===== config.mk =====
export PLATFORM = sky130hd
export DESIGN_NAME = alu_issue_stage
export DESIGN_NICKNAME = d
export VERILOG_FILES = /design/src/rtl/alu_issue_stage.sv
export SDC_FILE = /design/constraint.sdc
export NUM_CORES = 1
export LEC_CHECK = 0
export ABC_AREA = 1
export CAP_MARGIN = 20
export CORE_MARGIN = 2
export CORE_UTILIZATION = 35
export CTS_BUF_LIST = sky130_fd_sc_hd__clkbuf_8 sky130_fd_sc_hd__clkbuf_16
export DETAILED_ROUTE_END_ITERATION = 10
export MAX_ROUTING_LAYER = met4
export REMOVE_ABC_BUFFERS = 1
export SLEW_MARGIN = 20
export SYNTH_ARGS = -nofsm -noshare
export SYNTH_HDL_FRONTEND = slang
export SYNTH_SLANG_ARGS = --single-unit

===== constraint.sdc =====
create_clock -name clk -period 2.4 [get_ports clk]
set_input_delay 0.24 -clock clk [delete_from_list [all_inputs] [get_ports clk]]
set_output_delay 0.24 -clock clk [all_outputs]
set_load 0.05 [all_outputs]

===== src/rtl/alu_issue_stage.sv =====
// Operand/issue stage for the 8-bit ALU: decodes IMM/CALC/COPY/COND words,
// owns reg0..reg5, and performs blocking external I/O with valid/ready.
module alu_issue_stage #(
  parameter int UUID = 0,
  parameter     NAME = ""
) (
  input  logic       clk,
  input  logic       rst,
  input  logic       instr_valid,
  input  logic [7:0] instr,
  output logic       instr_ready,
  output logic [7:0] alu_cmd,
  output logic [7:0] alu_in1,
  output logic [7:0] alu_in2,
  input  logic [7:0] alu_result,
  input  logic       in_valid,
  input  logic [7:0] in_data,
  output logic       in_ready,
  output logic       out_valid,
  output logic [7:0] out_data,
  input  logic       out_ready,
  output logic       branch_taken,
  output logic [7:0] branch_target
);

  typedef enum logic [1:0] {IDLE, EXEC, WAIT_IN, WAIT_OUT} state_e;

  state_e     state_q, state_d;
  logic [7:0] regs_q [6];
  logic [7:0] regs_d [6];
  logic [7:0] alu_cmd_q, alu_cmd_d;
  logic [7:0] alu_in1_q, alu_in1_d;
  logic [7:0] alu_in2_q, alu_in2_d;
  logic [7:0] out_data_q, out_data_d;
  logic [2:0] dst_q, dst_d;
  logic       branch_taken_q, branch_taken_d;
  logic [7:0] branch_target_q, branch_target_d;

  logic [2:0] src, dst;
  logic [7:0] src_val;
  logic       r3_zero, r3_neg, cond_true;

  assign src = instr[5:3];
  assign dst = instr[2:0];

  always_comb begin
    src_val = '0;
    if (src < 3'd6) src_val = regs_q[src];
  end

  always_comb begin
    r3_zero = (regs_q[3] == 8'h00);
    r3_neg  = regs_q[3][7];
    unique case (instr[2:0])
      3'd0:    cond_true = 1'b0;
      3'd1:    cond_true = r3_zero;
      3'd2:    cond_true = r3_neg;
      3'd3:    cond_true = r3_neg | r3_zero;
      3'd4:    cond_true = 1'b1;
      3'd5:    cond_true = ~r3_zero;
      3'd6:    cond_true = ~r3_neg;
      default: cond_true = ~r3_neg & ~r3_zero;
    endcase
  end

  always_comb begin
    state_d         = state_q;
    regs_d          = regs_q;
    alu_cmd_d       = alu_cmd_q;
    alu_in1_d       = alu_in1_q;
    alu_in2_d       = alu_in2_q;
    out_data_d      = out_data_q;
    dst_d           = dst_q;
    branch_taken_d  = 1'b0;
    branch_target_d = branch_target_q;
    unique case (state_q)
      IDLE: if (instr_valid) begin
        unique case (instr[7:6])
          2'b00: regs_d[0] = {2'b00, instr[5:0]};
          2'b01: begin
            alu_cmd_d = {5'b0, instr[2:0]};
            alu_in1_d = regs_q[1];
            alu_in2_d = regs_q[2];
            state_d   = EXEC;
          end
          2'b10: begin
            // External input defers everything, including the output leg.
            if (src == 3'd6) begin
              dst_d   = dst;
              state_d = WAIT_IN;
            end else if (dst == 3'd6) begin
              out_data_d = src_val;
              state_d    = WAIT_OUT;
            end else if (dst < 3'd6) begin
              regs_d[dst] = src_val;
            end
          end
          default: begin
            branch_taken_d = cond_true;
            if (cond_true) branch_target_d = regs_q[0];
          end
        endcase
      end
      EXEC: begin
        regs_d[3] = alu_result;
        state_d   = IDLE;
      end
      WAIT_IN: if (in_valid) begin
        if (dst_q == 3'd6) begin
          out_data_d = in_data;
          state_d    = WAIT_OUT;
        end else begin
          if (dst_q < 3'd6) regs_d[dst_q] = in_data;
          state_d = IDLE;
        end
      end
      default: if (out_ready) state_d = IDLE;
    endcase
  end

  always_ff @(posedge clk or negedge rst) begin
    if (!rst) begin
      state_q         <= IDLE;
      for (int unsigned i = 0; i < 6; i++) regs_q[i] <= '0;
      alu_cmd_q       <= '0;
      alu_in1_q       <= '0;
      alu_in2_q       <= '0;
      out_data_q      <= '0;
      dst_q           <= '0;
      branch_taken_q  <= 1'b0;
      branch_target_q <= '0;
    end else begin
      state_q         <= state_d;
      regs_q          <= regs_d;
      alu_cmd_q       <= alu_cmd_d;
      alu_in1_q       <= alu_in1_d;
      alu_in2_q       <= alu_in2_d;
      out_data_q      <= out_data_d;
      dst_q           <= dst_d;
      branch_taken_q  <= branch_taken_d;
      branch_target_q <= branch_target_d;
    end
  end

  assign instr_ready   = (state_q == IDLE);
  assign in_ready      = (state_q == WAIT_IN);
  assign out_valid     = (state_q == WAIT_OUT);
  assign out_data      = out_data_q;
  assign alu_cmd       = alu_cmd_q;
  assign alu_in1       = alu_in1_q;
  assign alu_in2       = alu_in2_q;
  assign branch_taken  = branch_taken_q;
  assign branch_target = branch_target_q;

endmodule

==> results by group <==
Die
  • I/O pin count: 73
  • Core area: ~15,000 um2
  • Starting density of the core: between 30% and 40%
  • Die outline width: roughly 130 um
  • # rows: 45
  • Die span in y: 129.3 um
  • Die ar.: around 17,000 um2

Setup path
  • RR Startpoint: state_q[0]
  • Worst R2R Setup Slack: between 200 and 300 ps
  • Arr. time, crit path: 2030 ps
  • Worst setup EP type: primary output
  • Worst reg2reg endpoint: regs_q[27]
  • Worst reg2reg path depth: 10
  • CP required: 2160 ps
  • CP Capture Point: instr_ready
  • CP startpoint: state_q[0]
  • CP Launch Type: flop
  • Max Fanout on Critical Path: 11
  • CP Class: flop to primary output

Logic synthesis
  • Mux cell area share after synthesis: 0%
  • Synthesized area: between 5000 and 6000 um2
  • Simple-Gate Fraction of Synth Area: approximately 43%
  • XOR/XNOR Fraction of Synth Area: 0%
  • Sequential area share after synthesis: about two fifths
  • Unique cell type count in the Yosys netlist: 26
  • Post-synthesis register bit count: 89
  • Complex-gate fraction of the synthesized area: between 6 and 7%
  • Post-Syn Area per Cell: between 6 and 7 um2
  • Yosys warns: 0
  • Mapped Cells: around 830
  • Combinational family with the most area after synthesis: simple AND/OR/NAND/NOR gates
  • Post-synthesis adder-cell area fraction: less than 1%

Placed design
  • Routability cong.: around 0.99
  • Port buffer count: 67
  • HPWL after DPL: about 13,000 um
  • Cells after DPL: roughly 1.1k
  • Setup WS pre-CTS: around 150 ps
  • Placement Cell Area: approximately 6500 um2

Global routing
  • Grt total ovfl: 0
  • GR Util All Layers: between 20% and 30%
  • Largest net degree at the start of global routing: 40
  • Initial antenna violation count: 0
  • First-pass GRT wire length: approximately 29,000 um
  • Vias in the first global route: about 5.3k

STA
  • Relative slew slack: 65.71%
  • Max Slew Vio Count: 0
  • # setup viols final: 0
  • Clock Skew: 11.34 ps
  • Fmax: approximately 440 MHz
  • Worst slew pin tran: approximately 510 ps
  • RSZ-0062 raised after global routing: no
  • Slack of the critical path: roughly 130 ps
  • Fin crit period: 2267 ps
  • Setup TNS: 0 ps
  • Hold Violations, Final: 0
  • Period utilization: between 90% and 100%

Route
  • DRC Markers: 0
  • Pre-antenna DRT Iters: 6
  • Vias: roughly 5.6k
  • Initial DRC Count: 520
  • Routed wire per std cell: between 15 and 20 um
  • Routed vias/inst: 5.004
  • Antenna viol nets, final: 0
  • Final WL: 18,270 um

Finish
  • Filler instances: between 1.5k and 2k
  • Diode count: 0
  • Nets: about 930
  • Non-filler cells, final: approximately 1.1k
  • Footprint of the multi-input gates: about 2800 um2
  • Fin util: between 40 and 50%
  • Cell area after layout: 6810 um2
  • Post-synthesis to final-layout area growth: 23.96%
  • Share of layout cells above drive strength 1: 7.854%
  • Seq. cell area: roughly 2200 um2

Worst hold path
  • Worst hold path class: input port to asynchronous set/reset pin

Clock network
  • CTS H-tree depth: 3
  • Num CTS Buffers: 9
  • CTS Sinks: a little under 90
  • Root buffer cell: clkbuf_16
  • Clock transition at path regs: 70 ps
  • Clock latency on the worst-skew pair: approximately 360 ps
  • Clk buf depth: 2
  • Setup Buffers After CTS: 0
  • TritonCTS clock tree: built

Power
  • Peak VDD IR: 596.5 uV
  • P_leak: 3.495 nW
  • Pwr Density: around 1200 nW/um2

Outcome
  • Status: finished clean

Job
  • Max-Cap Viols: 0
power breakdown:
part / internal (mW) / total [mW] / switching, mW
clock network: 0.851 / 1.51 / 0.656
logic: 1.36 / 4.31 / 2.95
registers: 2.13 / 2.53 / 0.402
total: 4.34 / 8.35 / 4.01
worst min-delay path by stage:
| stage | start | end | slack (ps) | cells after the start |
|---|---|---|---|---|
| global route | rst | alu_in2[2] | 410 | 2 |
| finish | rst | alu_in2[2] | 370 | 2 |
| detailed placement | rst | alu_in2[2] | 220 | 1 |
| floorplan | rst | alu_cmd[0] | -60 | 0 |
| global placement | rst | alu_in2[2] | 220 | 1 |
| CTS | rst | alu_in2[2] | 390 | 2 |
repair_timing:
action / in CTS / in global routing
endpoints found under the hold margin: 28 / 0
gates resized for setup: 0 / 2
hold buffers: 1 / 0
endpoints found under the setup margin: 0 / 22
critical path, cell delays in order, from the launching register on:
cell and delay [ps]:
dfrtp_1 410, inv_1 100, ha_2 310, clkdlybuf4s50_1 850
synth_stat cells (all sizes together):
cell type    n  area [um2]
a21oi       28       140.1
buf         19       116.4
clkbuf      13       48.80
conb         1       3.750
dfrtp       89        2227
ha           4       50.05
inv         97       364.1
nand2      285        1082
nand3       97       523.0
nand3b       1       7.510
nand4       35       225.2
nor2       111       461.7
nor3         3       15.01
nor4         1       21.27
o211ai       1       7.510
o21ai       40       200.2
stage by stage:
stage / total power [mW] / hold slack, ps
4_1_cts: 8.339 / 392.9
5_1_grt: 8.947 / 414.3
2_1_floorplan: 5.377 / -55.59
6_report: 8.349 / 371.7
3_5_place_dp: 6.810 / 220.3
3_3_place_gp: 6.796 / 222.9
metal layers:
layer	GRT usage [%]	part of all wire, %
met1	32.01	45
met2	34.64	44
met3	4.211	7.5
met4	9.974	3.7
met5	-	0
registers in the layout (all words and copies together), names as in the netlist:
name           flops
regs_q            47
branch_taken       1
state_q            2
out_data           8
alu_in1            8
dst_q              3
branch_target      8
r3_neg             1
alu_in2            8
alu_cmd            3
layout make-up:
type / count / share of cell area [%]
repair buffers: 91 / 13.01
inverters: 97 / 5.346
flip-flops and latches: 89 / 32.70
clock buffers: 10 / 3.509
clock inverters: 6 / 1.066
multi-input cells: 611 / 40.49
well taps: 211 / 3.877
cells by family after synthesis:
kind of cell,after synthesis
and+or+nand+nor,533
adders and majority gates,4
other,1
AOI/OAI and AO/OA,69
DFF,89
buffers and inverters,129
cell usage in the layout (no fill, tap or decap), types with 3 or more instances in the layout:
master / Yosys / final
nor2_1: 103 / 102
buf_12: 0 / 3
o21ai_0: 40 / 40
nand2_1: 282 / 282
clkbuf_16: 0 / 9
conb_1: 1 / 5
inv_1: 88 / 88
ha_1: 4 / 3
nor3_1: 3 / 3
clkdlybuf4s50_1: 0 / 65
a21oi_1: 28 / 28
nand3_1: 91 / 91
buf_4: 6 / 22
nor2_2: 3 / 4
inv_2: 9 / 9
nand4_1: 34 / 34
dfrtp_1: 89 / 89
nand3_2: 5 / 5
nor2_4: 5 / 5
Power figures use the tool's default switching activity.
